**src/rtl/palette_writer.sv**
```systemverilog
`default_nettype none
// palette_writer: streams 24-bit colours into the 512-entry palette RAM as a low-word then high-byte write.
// Optional macro PALWR_VBLANK_GATE_EN confines palette writes to cycles where registered vblank is high.
module palette_writer (
  input  logic        clk,
  input  logic        rst,
  input  logic        start,
  input  logic [8:0]  base,
  input  logic [9:0]  count,
  input  logic        abort,
  input  logic        vblank,
  input  logic        in_valid,
  input  logic [23:0] in_data,
  output logic        in_ready,
  output logic        pal_we,
  output logic [9:0]  pal_adr,
  output logic [15:0] pal_dat,
  output logic        busy,
  output logic        done
);

  typedef enum logic [2:0] {
    S_IDLE  = 3'd0,
    S_FETCH = 3'd1,
    S_WR_LO = 3'd2,
    S_WR_HI = 3'd3,
    S_FIN   = 3'd4
  } state_t;

  state_t      r_state;
  logic [8:0]  r_idx;
  logic [9:0]  r_rem;
  logic [23:0] r_col;
  logic [9:0]  r_adr_hold;
  logic [15:0] r_dat_hold;

  logic        w_gate;
  logic        w_wr_state;
  logic        w_we;
  logic [9:0]  w_adr;
  logic [15:0] w_dat;

`ifdef PALWR_VBLANK_GATE_EN
  logic r_vb_q;

  always_ff @(posedge clk or posedge rst) begin
    if (rst) r_vb_q <= 1'b0;
    else     r_vb_q <= vblank;
  end

  assign w_gate = r_vb_q;
`else
  logic w_unused_vblank;

  assign w_unused_vblank = vblank;
  assign w_gate          = 1'b1;
`endif

  // Write strobe and bus are decoded from registered state only, never from live vblank.
  assign w_wr_state = (r_state == S_WR_LO) || (r_state == S_WR_HI);
  assign w_we       = w_wr_state && w_gate;
  assign w_adr      = {r_idx, (r_state == S_WR_HI)};
  assign w_dat      = (r_state == S_WR_HI) ? {8'h00, r_col[23:16]} : r_col[15:0];

  assign pal_we   = w_we;
  assign pal_adr  = w_we ? w_adr : r_adr_hold;
  assign pal_dat  = w_we ? w_dat : r_dat_hold;
  assign in_ready = (r_state == S_FETCH);
  assign busy     = (r_state != S_IDLE);
  assign done     = (r_state == S_FIN);

  always_ff @(posedge clk or posedge rst) begin
    if (rst) begin
      r_state    <= S_IDLE;
      r_idx      <= 9'd0;
      r_rem      <= 10'd0;
      r_col      <= 24'd0;
      r_adr_hold <= 10'd0;
      r_dat_hold <= 16'd0;
    end else begin
      if (w_we) begin
        r_adr_hold <= w_adr;
        r_dat_hold <= w_dat;
      end
      case (r_state)
        S_IDLE: begin
          if (start) begin
            if (count != 10'd0) begin
              r_idx   <= base;
              r_rem   <= count;
              r_state <= S_FETCH;
            end else begin
              r_state <= S_FIN;
            end
          end
        end
        S_FETCH: begin
          if (abort) begin
            r_state <= S_IDLE;
          end else if (in_valid) begin
            r_col   <= in_data;
            r_state <= S_WR_LO;
          end
        end
        S_WR_LO: begin
          if (abort)       r_state <= S_IDLE;
          else if (w_gate) r_state <= S_WR_HI;
        end
        S_WR_HI: begin
          // A high-byte write coinciding with abort is still driven this cycle.
          if (abort) begin
            r_state <= S_IDLE;
          end else if (w_gate) begin
            r_idx   <= r_idx + 9'd1;
            r_rem   <= r_rem - 10'd1;
            r_state <= (r_rem == 10'd1) ? S_FIN : S_FETCH;
          end
        end
        S_FIN:   r_state <= S_IDLE;
        default: r_state <= S_IDLE;
      endcase
    end
  end

endmodule
`default_nettype wire

```
**config.mk**
```make
export PLATFORM = sky130hd
export DESIGN_NAME = palette_writer
export DESIGN_NICKNAME = d
export VERILOG_FILES = /design/src/rtl/palette_writer.sv
export SDC_FILE = /design/constraint.sdc
export NUM_CORES = 1
export LEC_CHECK = 0
export ABC_AREA = 0
export BUFFER_PORTS_ARGS = -buffer_cell sky130_fd_sc_hd__buf_4
export CAP_MARGIN = 20
export CORE_MARGIN = 3
export CORE_UTILIZATION = 30
export CTS_CLUSTER_SIZE = 30
export DETAILED_ROUTE_END_ITERATION = 12
export PLACE_DENSITY_LB_ADDON = 0.3
export SLEW_MARGIN = 20
export SYNTH_ARGS = -nofsm -noshare
export SYNTH_HDL_FRONTEND = slang
export SYNTH_SLANG_ARGS = --single-unit
export TNS_END_PERCENT = 30
```
**constraint.sdc**
```tcl
create_clock -name clk -period 5.5 [get_ports clk]
set_input_delay 0 -clock clk [delete_from_list [all_inputs] [get_ports clk]]
set_output_delay 0 -clock clk [all_outputs]
set_load 0.02 [all_outputs]
```
==> implementation parameters, run 1 <==
Parameter                              Value

Pwr
  Cell area power density    507 nW/um2
  Logic pwr share    36.0%
  Clock share of power    25.8%
  Worst voltage drop across the vdd grid    257 uV
  Pwr Total    2.46 mW
  Switching share of total power    34.8%
  Sw Pwr    0.858 mW
  Leak pwr    2.14 nW
  Internal Power    1.61 mW
  Relative contribution of sequential cells to total power    38.3%

Setup path
  CP arrival    3.24 ns
  Sort of element at the end of the critical path    flip-flop
  Worst Path Max Fanout    26
  Worst Path Required    5.72 ns
  Critical path class    flip-flop to flip-flop
  CP startpoint kind    flip-flop

CTS
  Buffer type at the clock tree root    sky130_fd_sc_hd__clkbuf_16
  Post-cts repair resize count    0
  Number of setup buffers added after CTS    0
  Post-CTS Hold Buffers    36
  Maximum level of the CTS H-tree    3
  Clock Pin Slew Worst Setup and Hold Paths    0.06 ns
  CTS tree    done
  # clock sinks    72
  Number of buffers inserted during clock tree synthesis    9
  Clock buffer depth    2
  Insertion delay of the later-clocked pin in the worst-skew pair    0.33 ns

Detailed routing
  Wire length after detailed routing    8690 um
  Detailed-route wire length per cell    15.3 um
  Routed Antenna Nets    0
  Remaining design rule violation count    0
  Via count normalized by instance count    5.01
  DR vias    2,843
  DRT Pass-1 Iters    4
  Iter 0 DRT Violations    118

Cells and area
  Fraction of final layout cells sized beyond drive strength 1    32.2%
  Fillers    1,050
  Fraction of the core area covered by cells at the end of the flow    43.5%
  Count of inserted antenna diode cells    0
  Sequential cell area    1800 um2
  Layout overhead on the synthesized area    37.8%
  Post-route design area    4860 um2
  Count of placed standard cells in the final layout, fillers left out    568
  Number of nets at the end of the flow    475
  Total area of multi-input combinational cells    1570 um2

Run status
  Status    finished clean

Floorplan
  Die X    114 um
  Area of the core region    11,200 um2
  Effective utilization at floorplan    31.6%
  Full die area    13,100 um2
  I/O pin total    79
  Vertical die dimension    114 um
  Std cell rows    38

STA
  Period Utilization, post-route    54.9%
  Setup repair after global routing missed its margin    no
  Crit path setup slack, layout    2.48 ns
  Sum of negative setup slack    0 ns
  Transition time at the pin with the least slew margin    1.05 ns
  Peak clock frequency supported by timing    0.331 GHz
  Min Tclk post-route    3.02 ns
  Tightest hold margin    0.00623 ns
  Worst Clk Skew    0.00382 ns
  Number of failing hold endpoints at the final stage    0
  Max-slew violation total from the final report    0
  Slew Limit Headroom    29.9%
  Final setup viols    0

Synth
  Total nets after synthesis    373
  Average instance area after synthesis    11.0 um2
  Fraction of synthesized cell area taken by the top area cell type    51.1%
  Number of cells produced by synthesis    321
  Dominant synthesized flop cell    sky130_fd_sc_hd__dfrtp_1
  Cell type with the largest total area after synthesis    sky130_fd_sc_hd__dfrtp_1
  Sequential element share of the synthesized area    51.1%
  Number of enable-type register cells in the synthesized netlist    0
  Flip-flop and latch count after synthesis    72
  Number of warnings printed during yosys synthesis    0
  Synth cell count leaders    72 x sky130_fd_sc_hd__dfrtp_1, 32 x sky130_fd_sc_hd__mux2_2, 32 x sky130_fd_sc_hd__nand2_1
  Leading cell types by total area after synthesis    sky130_fd_sc_hd__dfrtp_1 51%, sky130_fd_sc_hd__mux2_2 10%, sky130_fd_sc_hd__o21ai_0 4.0%
  Library cells used by synthesis    53
  Most used standard cell by instance count after synthesis    sky130_fd_sc_hd__dfrtp_1
  Cell area after technology mapping    3530 um2
  Fraction of registers with async set/reset    100%

Place
  Detailed placement HPWL    5730 um
  Number of cells after detailed placement    516
  Port Buffer Count    77
  Setup Slack @ Placement    2.44 ns
  Placer Congestion    0.805
  Area post-placement    4180 um2

GRT
  Total congestion overflow    0
  Number of antenna violations at the first check in global routing    0
  Gr usage total    13.9%
  Vias in the first global route    2,892
  Largest net degree at the start of global routing    73
  First-pass GRT wire length    14,400 um

Run
  Max-cap violations    0

Worst hold path
  Worst min path class    primary input to flip-flop
cell type report:
class / count / share of cell area [%]
clock inverters: 6 / 1.91
flip-flops and latches: 72 / 37.1
repair buffers: 114 / 19.5
inverters: 11 / 0.850
multi-input cells: 215 / 32.4
well taps: 140 / 3.61
clock buffers: 10 / 4.71
metal layers:
| layer | up-vias | GRT usage (%) | part of all wire (%) | routed length, um |
|---|---|---|---|---|
| li1 | 1391 | - | - | - |
| met1 | 1364 | 17.5 | 45 | 3930 |
| met2 | 75 | 21.8 | 46 | 3980 |
| met3 | 13 | 5.18 | 7.3 | 638 |
| met4 | 0 | 4.75 | 1.6 | 138 |
| met5 | - | 0 | 0 | 0 |
layout by cell type, fill, tap and decap left out, types with 7 or more instances in the layout:
cell,count
sky130_fd_sc_hd__o21ai_0,28
sky130_fd_sc_hd__nand2_1,32
sky130_fd_sc_hd__dlygate4sd3_1,36
sky130_fd_sc_hd__mux2_2,32
sky130_fd_sc_hd__mux2i_1,10
sky130_fd_sc_hd__dfrtp_1,72
sky130_fd_sc_hd__clkbuf_16,9
sky130_fd_sc_hd__o2bb2ai_1,7
sky130_fd_sc_hd__buf_4,78
sky130_fd_sc_hd__a21oi_1,8
sky130_fd_sc_hd__inv_1,9
sky130_fd_sc_hd__nor2_1,8
sky130_fd_sc_hd__nand2b_1,9
final timing paths:
check / from / to / slack (ns) / cells past startpoint
min in group asynchronous: rst / r_adr_hold[3] / 0.53 / 4
worst max register to register: r_state[0] / r_idx[1] / 2.48 / 4
worst max-delay path: r_state[0] / r_idx[1] / 2.48 / 4
worst min register to register: r_adr_hold[0] / r_adr_hold[0] / 0.48 / 2
max in group asynchronous: rst / r_rem[3] / 4.39 / 4
worst min-delay path: count[1] / r_rem[1] / 0.006 / 4
registers in the layout (all words and copies together) (netlist names):
register,flops
r_col,24
r_dat_hold,16
r_adr_hold,10
r_rem,10
r_idx,9
r_state,3
cells by family after synthesis:
logic type / after synthesis / synth area share (%)
muxes: 43 / 13.4
adders and majority gates: 3 / 1.06
and+or+nand+nor: 84 / 13.1
DFF: 72 / 51.1
AOI/OAI and AO/OA: 85 / 17.0
buffers and inverters: 34 / 4.36
critical path, cell delays in order, from the launching register on:
cell and delay [ns]:
sky130_fd_sc_hd__dfrtp_1 1.03, sky130_fd_sc_hd__nor3b_2 0.45, sky130_fd_sc_hd__nand2_1 0.36, sky130_fd_sc_hd__a21oi_2 0.65, sky130_fd_sc_hd__mux2_2 0.40
power by group through the flow:
stage          Combinational [mW]  Sequential [mW]  Clock (mW)
2_1_floorplan               0.632            0.888           0
5_1_grt                     0.979            0.980       0.675
4_1_cts                     0.902            0.944       0.652
3_3_place_gp                0.862            0.939           0
3_5_place_dp                0.878            0.953           0
6_report                    0.886            0.942       0.635
No activity file was read; power rests on OpenSTA's default activity.
==> run 2: changes to the inputs <==
==> constraint.sdc (replaced) <==
create_clock -name clk -period 2.7 [get_ports clk]
set_input_delay 0 -clock clk [delete_from_list [all_inputs] [get_ports clk]]
set_output_delay 0 -clock clk [all_outputs]
set_load 0.02 [all_outputs]
==> implementation parameters, run 2 (same netlist as run 1, synthesis figures left out) <==
Parameter                              Value

Cells and area
  Fillers    1,027
  Commonest non-fill, non-tap cell in the layout    sky130_fd_sc_hd__buf_4
  Number of nets at the end of the flow    484
  Layout overhead on the synthesized area    39.2%
  Biggest regs    r_col x24, r_dat_hold x16
  Register ranked first by flip-flop count    r_col
  Fraction of the core area covered by cells at the end of the flow    43.9%
  Total area of multi-input combinational cells    1570 um2
  Commonest cells after routing, fill and taps aside    87 x sky130_fd_sc_hd__buf_4, 72 x sky130_fd_sc_hd__dfrtp_1, 35 x sky130_fd_sc_hd__dlygate4sd3_1
  Max FFs per register    24
  Count of inserted antenna diode cells    0
  Fraction of final layout cells sized beyond drive strength 1    33.9%
  Sequential cell area    1800 um2

Run
  Max-cap violations    0

Detailed routing
  Iter 0 DRT Violations    150
  DRT Pass-1 Iters    5
  Wire length after detailed routing    8890 um
  Remaining design rule violation count    0
  Via count normalized by instance count    5.06
  DR vias    2,914
  Detailed-route wire length per cell    15.4 um
  Routed Antenna Nets    0

Setup path
  Biggest cell delay along the critical path    0.55 ns
  CP top delay family    compound AO/OA/AOI/OAI gates
  List of cells traversed by the critical path    nor3_4, inv_2, a31o_1, a21oi_2, mux2_2
  FF-to-FF setup slack    0.45 ns
  CP arrival    2.47 ns
  Worst Path Max Fanout    14
  CP startpoint kind    flip-flop
  Critical path class    flip-flop to flip-flop
  Sort of element at the end of the critical path    flip-flop
  Total buffers and inverters traversed by the critical path    1
  Startpoint of the lowest-slack register-to-register path    r_state[1]
  R2r worst-path depth    5
  Worst Path Required    2.92 ns
  Standard cell with the maximum stage delay on the critical path    sky130_fd_sc_hd__dfrtp_1
  Crit Reg-Reg Endpoint    r_idx[1]

STA
  Worst Clk Skew    0.00687 ns
  Period Utilization, post-route    83.2%
  Setup repair after global routing missed its margin    no
  Final setup viols    0
  Slew Limit Headroom    48.9%
  Min Tclk post-route    2.25 ns
  Sum of negative setup slack    0 ns
  Transition time at the pin with the least slew margin    0.766 ns
  Number of failing hold endpoints at the final stage    0
  Max-slew violation total from the final report    0
  Peak clock frequency supported by timing    0.445 GHz

GRT
  Largest net degree at the start of global routing    40
  Number of antenna violations at the first check in global routing    0
  Total congestion overflow    0
  Gr usage total    14.0%
  Vias in the first global route    2,919
  First-pass GRT wire length    14,400 um

Floorplan
  Effective utilization at floorplan    31.6%
  Area of the core region    11,200 um2
  Vertical die dimension    114 um
  Std cell rows    38
  Die X    114 um
  Full die area    13,100 um2
  I/O pin total    79

CTS
  Post-cts repair resize count    0
  CTS tree    done
  Insertion delay of the later-clocked pin in the worst-skew pair    0.33 ns
  Number of buffers inserted during clock tree synthesis    9
  Clock buffer depth    2
  # clock sinks    72
  Maximum level of the CTS H-tree    3
  Clock Pin Slew Worst Setup and Hold Paths    0.06 ns
  Buffer type at the clock tree root    sky130_fd_sc_hd__clkbuf_16
  Number of setup buffers added after CTS    0

Place
  Placer Congestion    0.817
  Detailed placement HPWL    6190 um
  Port Buffer Count    77

Pwr
  Cell area power density    1010 nW/um2
  Worst voltage drop across the vdd grid    609 uV
  Leak pwr    2.17 nW

Run status
  Status    finished clean

Worst hold path
  Min-Delay Startpoint    base[7]
  Cell depth of the worst hold path    3
  Endpoint with the worst hold slack    r_idx[7]
  Worst min path class    primary input to flip-flop
run 2: repair_timing:
item                                    CTS  global route
endpoints found under the setup margin    0             0
endpoints found under the hold margin    68             0
hold buffers                             35             0
run 2: area by class of cell:
type | count | share of cell area, %
inverter | 11 | 0.841
multi-input combinational | 215 | 32.0
tap | 140 | 3.57
clock inverter | 6 | 1.43
clock buffer | 9 | 4.59
sequential | 72 | 36.7
timing repair buffer | 123 | 20.8
run 2: worst reg2reg max path: cells and delay by family (launching register included):
family	cells	cell delay [ns]
AOI/OAI and AO/OA	2	0.83
DFF	1	0.55
and+or+nand+nor	1	0.28
buffers and inverters	1	0.08
muxes	1	0.39
run 2: through the flow:
step / instances / worst slack, ns / hold WS [ns] / total power [mW] / area (um2)
after floorplan: 321 / 0.875 / 0.0735 / 3.10 / 3530
after global placement: 526 / 0.536 / 0.194 / 3.72 / 4260
after detailed placement: 526 / 0.486 / 0.203 / 3.77 / 4260
after CTS: 576 / 0.463 / 0.00325 / 5.02 / 4910
after global routing: 576 / 0.319 / 0.0209 / 5.30 / 4910
final: 576 / 0.453 / 0.00672 / 4.96 / 4910
run 2: how the worst max path moves through the flow:
stage	from	slack [ns]	to	depth (start not counted)
floorplan	rst	0.88	r_adr_hold[0]	1
global placement	r_state[1]	0.54	r_idx[1]	5
detailed placement	r_state[1]	0.49	r_idx[1]	5
CTS	r_state[1]	0.46	r_idx[1]	5
global route	r_state[1]	0.32	r_rem[1]	5
finish	r_state[1]	0.45	r_idx[1]	5
run 2: where the power goes:
part / total, mW / switching (mW) / internal, mW / leakage, nW
Sequential: 1.90 / 0.316 / 1.58 / 0.869
Clock: 1.18 / 0.470 / 0.714 / 0.134
Combinational: 1.87 / 0.970 / 0.904 / 1.17
Total: 4.96 / 1.76 / 3.20 / 2.17
run 2: per-layer routing:
layer | part of all wire (%) | global-route usage (%) | up-vias | wire (um)
met1 | 44 | 17.9 | 1411 | 3910
li1 | - | - | 1406 | -
met3 | 7.9 | 5.13 | 9 | 700
met4 | 1.3 | 4.83 | 0 | 119
met5 | 0 | 0 | - | 0
met2 | 47 | 22.0 | 88 | 4160
==> run 3: changes to the inputs <==
==> constraint.sdc (replaced) <==
create_clock -name clk -period 2 [get_ports clk]
set_input_delay 0 -clock clk [delete_from_list [all_inputs] [get_ports clk]]
set_output_delay 0 -clock clk [all_outputs]
set_load 0.02 [all_outputs]
==> implementation parameters, run 3 (same netlist as run 1, synthesis figures left out) <==
Parameter                              Value

GRT
  First-pass GRT wire length    15,200 um
  Number of antenna violations at the first check in global routing    0
  Gr usage total    14.8%
  Largest net degree at the start of global routing    34
  Total congestion overflow    0
  Vias in the first global route    3,048

STA
  Sum of negative setup slack    0 ns
  Setup repair after global routing missed its margin    no
  Final setup viols    0
  Worst Clk Skew    0.00461 ns
  Min Tclk post-route    1.89 ns
  Transition time at the pin with the least slew margin    0.558 ns
  Slew Limit Headroom    62.7%
  Peak clock frequency supported by timing    0.530 GHz
  Max-slew violation total from the final report    0
  Number of failing hold endpoints at the final stage    0
  Period Utilization, post-route    94.3%

CTS
  Number of buffers inserted during clock tree synthesis    9
  Insertion delay of the later-clocked pin in the worst-skew pair    0.34 ns
  Buffer type at the clock tree root    sky130_fd_sc_hd__clkbuf_16
  CTS tree    done
  Maximum level of the CTS H-tree    3
  Clock Pin Slew Worst Setup and Hold Paths    0.06 ns
  Clock buffer depth    2
  # clock sinks    72

Place
  Detailed placement HPWL    6360 um
  Number of cells after detailed placement    539
  Placer Congestion    0.799
  Port Buffer Count    77

Cells and area
  Commonest non-fill, non-tap cell in the layout    sky130_fd_sc_hd__buf_4
  Commonest cells after routing, fill and taps aside    98 x sky130_fd_sc_hd__buf_4, 71 x sky130_fd_sc_hd__dfrtp_1, 35 x sky130_fd_sc_hd__dlygate4sd3_1
  Count of inserted antenna diode cells    0
  Number of nets at the end of the flow    498
  Max FFs per register    24
  Total area of multi-input combinational cells    1600 um2
  Sequential cell area    1800 um2
  Register ranked first by flip-flop count    r_col
  Fillers    1,027
  Count of placed standard cells in the final layout, fillers left out    590
  Fraction of final layout cells sized beyond drive strength 1    36.4%
  Layout overhead on the synthesized area    44.6%
  Biggest regs    r_col x24, r_dat_hold x16

Floorplan
  Full die area    13,100 um2
  I/O pin total    79
  Area of the core region    11,200 um2
  Effective utilization at floorplan    31.6%
  Vertical die dimension    114 um
  Die X    114 um
  Std cell rows    38

Pwr
  Leak pwr    2.27 nW
  Cell area power density    1380 nW/um2
  Worst voltage drop across the vdd grid    744 uV

Setup path
  Sort of element at the end of the critical path    flip-flop
  Worst Path Required    2.22 ns
  Critical path class    flip-flop to flip-flop
  Worst Path Max Fanout    11
  CP arrival    2.11 ns
  CP startpoint kind    flip-flop

Detailed routing
  DRT Pass-1 Iters    4
  DR vias    2,984
  Routed Antenna Nets    0
  Via count normalized by instance count    5.06
  Wire length after detailed routing    9220 um
  Remaining design rule violation count    0
  Detailed-route wire length per cell    15.6 um
  Iter 0 DRT Violations    139

Worst hold path
  Worst min path class    primary input to flip-flop

Run
  Max-cap violations    0

Run status
  Status    finished clean
run 3: cell count changes in the layout (fill, tap and decap cells not counted), moves of 2 or more:
cell | before | now
sky130_fd_sc_hd__bufinv_16 | 1 | 3
sky130_fd_sc_hd__buf_12 | 1 | 3
sky130_fd_sc_hd__buf_4 | 87 | 98
sky130_fd_sc_hd__clkinvlp_4 | 3 | 1
run 3: timing repair:
item,4_1_cts,5_1_grt
hold endpoints to repair,55,0
gates resized for setup,2,3
setup endpoints to repair,20,14
setup buffers,0,0
hold buffers,35,0
gates cloned,0,1
pin swaps,0,0
run 3: layout make-up:
type                            count  share of cell area (%)
Tap cell                          140                    3.44
Clock inverter                      5                    2.09
Clock buffer                       10                    4.49
Timing Repair Buffer              136                    22.5
Multi-Input combinational cell    216                    31.3
Inverter                           11                   0.810
Sequential cell                    72                    35.4
run 3: where the power goes:
part / total, mW / internal (mW) / switching (mW)
sequential: 2.56 / 2.14 / 0.423
clock: 1.82 / 1.21 / 0.609
combinational: 2.67 / 1.30 / 1.37
run 3: final timing paths:
check,start,to,slack (ns),cells past startpoint
max in group asynchronous,rst,r_col[12],1.13,4
hold reg to reg,r_adr_hold[0],r_adr_hold[0],0.48,2
setup / recovery,r_state[2],r_idx[0],0.11,6
setup reg to reg,r_state[2],r_idx[0],0.11,6
min in group asynchronous,rst,r_dat_hold[7],0.28,3
hold / removal,base[7],r_idx[7],0.02,3
run 3: critical path: stages, from the launching register on:
cell,delay [ns]
sky130_fd_sc_hd__dfrtp_1,0.51
sky130_fd_sc_hd__nor3_4,0.22
sky130_fd_sc_hd__inv_2,0.09
sky130_fd_sc_hd__a31o_1,0.28
sky130_fd_sc_hd__buf_4,0.19
sky130_fd_sc_hd__a221o_1,0.31
sky130_fd_sc_hd__a21o_1,0.18
run 3: metal layers:
layer	vias up	GRT usage [%]	share of wire (%)
li1	1438	-	-
met1	1437	18.0	43
met2	95	24.1	47
met3	14	5.07	7.9
met4	0	5.54	1.8
met5	-	0	0
run 3: metrics by stage:
step	cell area (um2)	util, %	power (mW)	hold WS, ns	setup slack (ns)
floorplan	3530	-	4.18	0.0735	0.175
global placement	4390	39.3	5.10	0.0790	0.156
detailed placement	4390	39.3	5.19	0.102	0.102
CTS	5080	45.4	7.11	0.00102	0.0270
global route	5100	45.6	7.50	0.0233	0.00542
finish	5100	45.6	7.05	0.0182	0.115
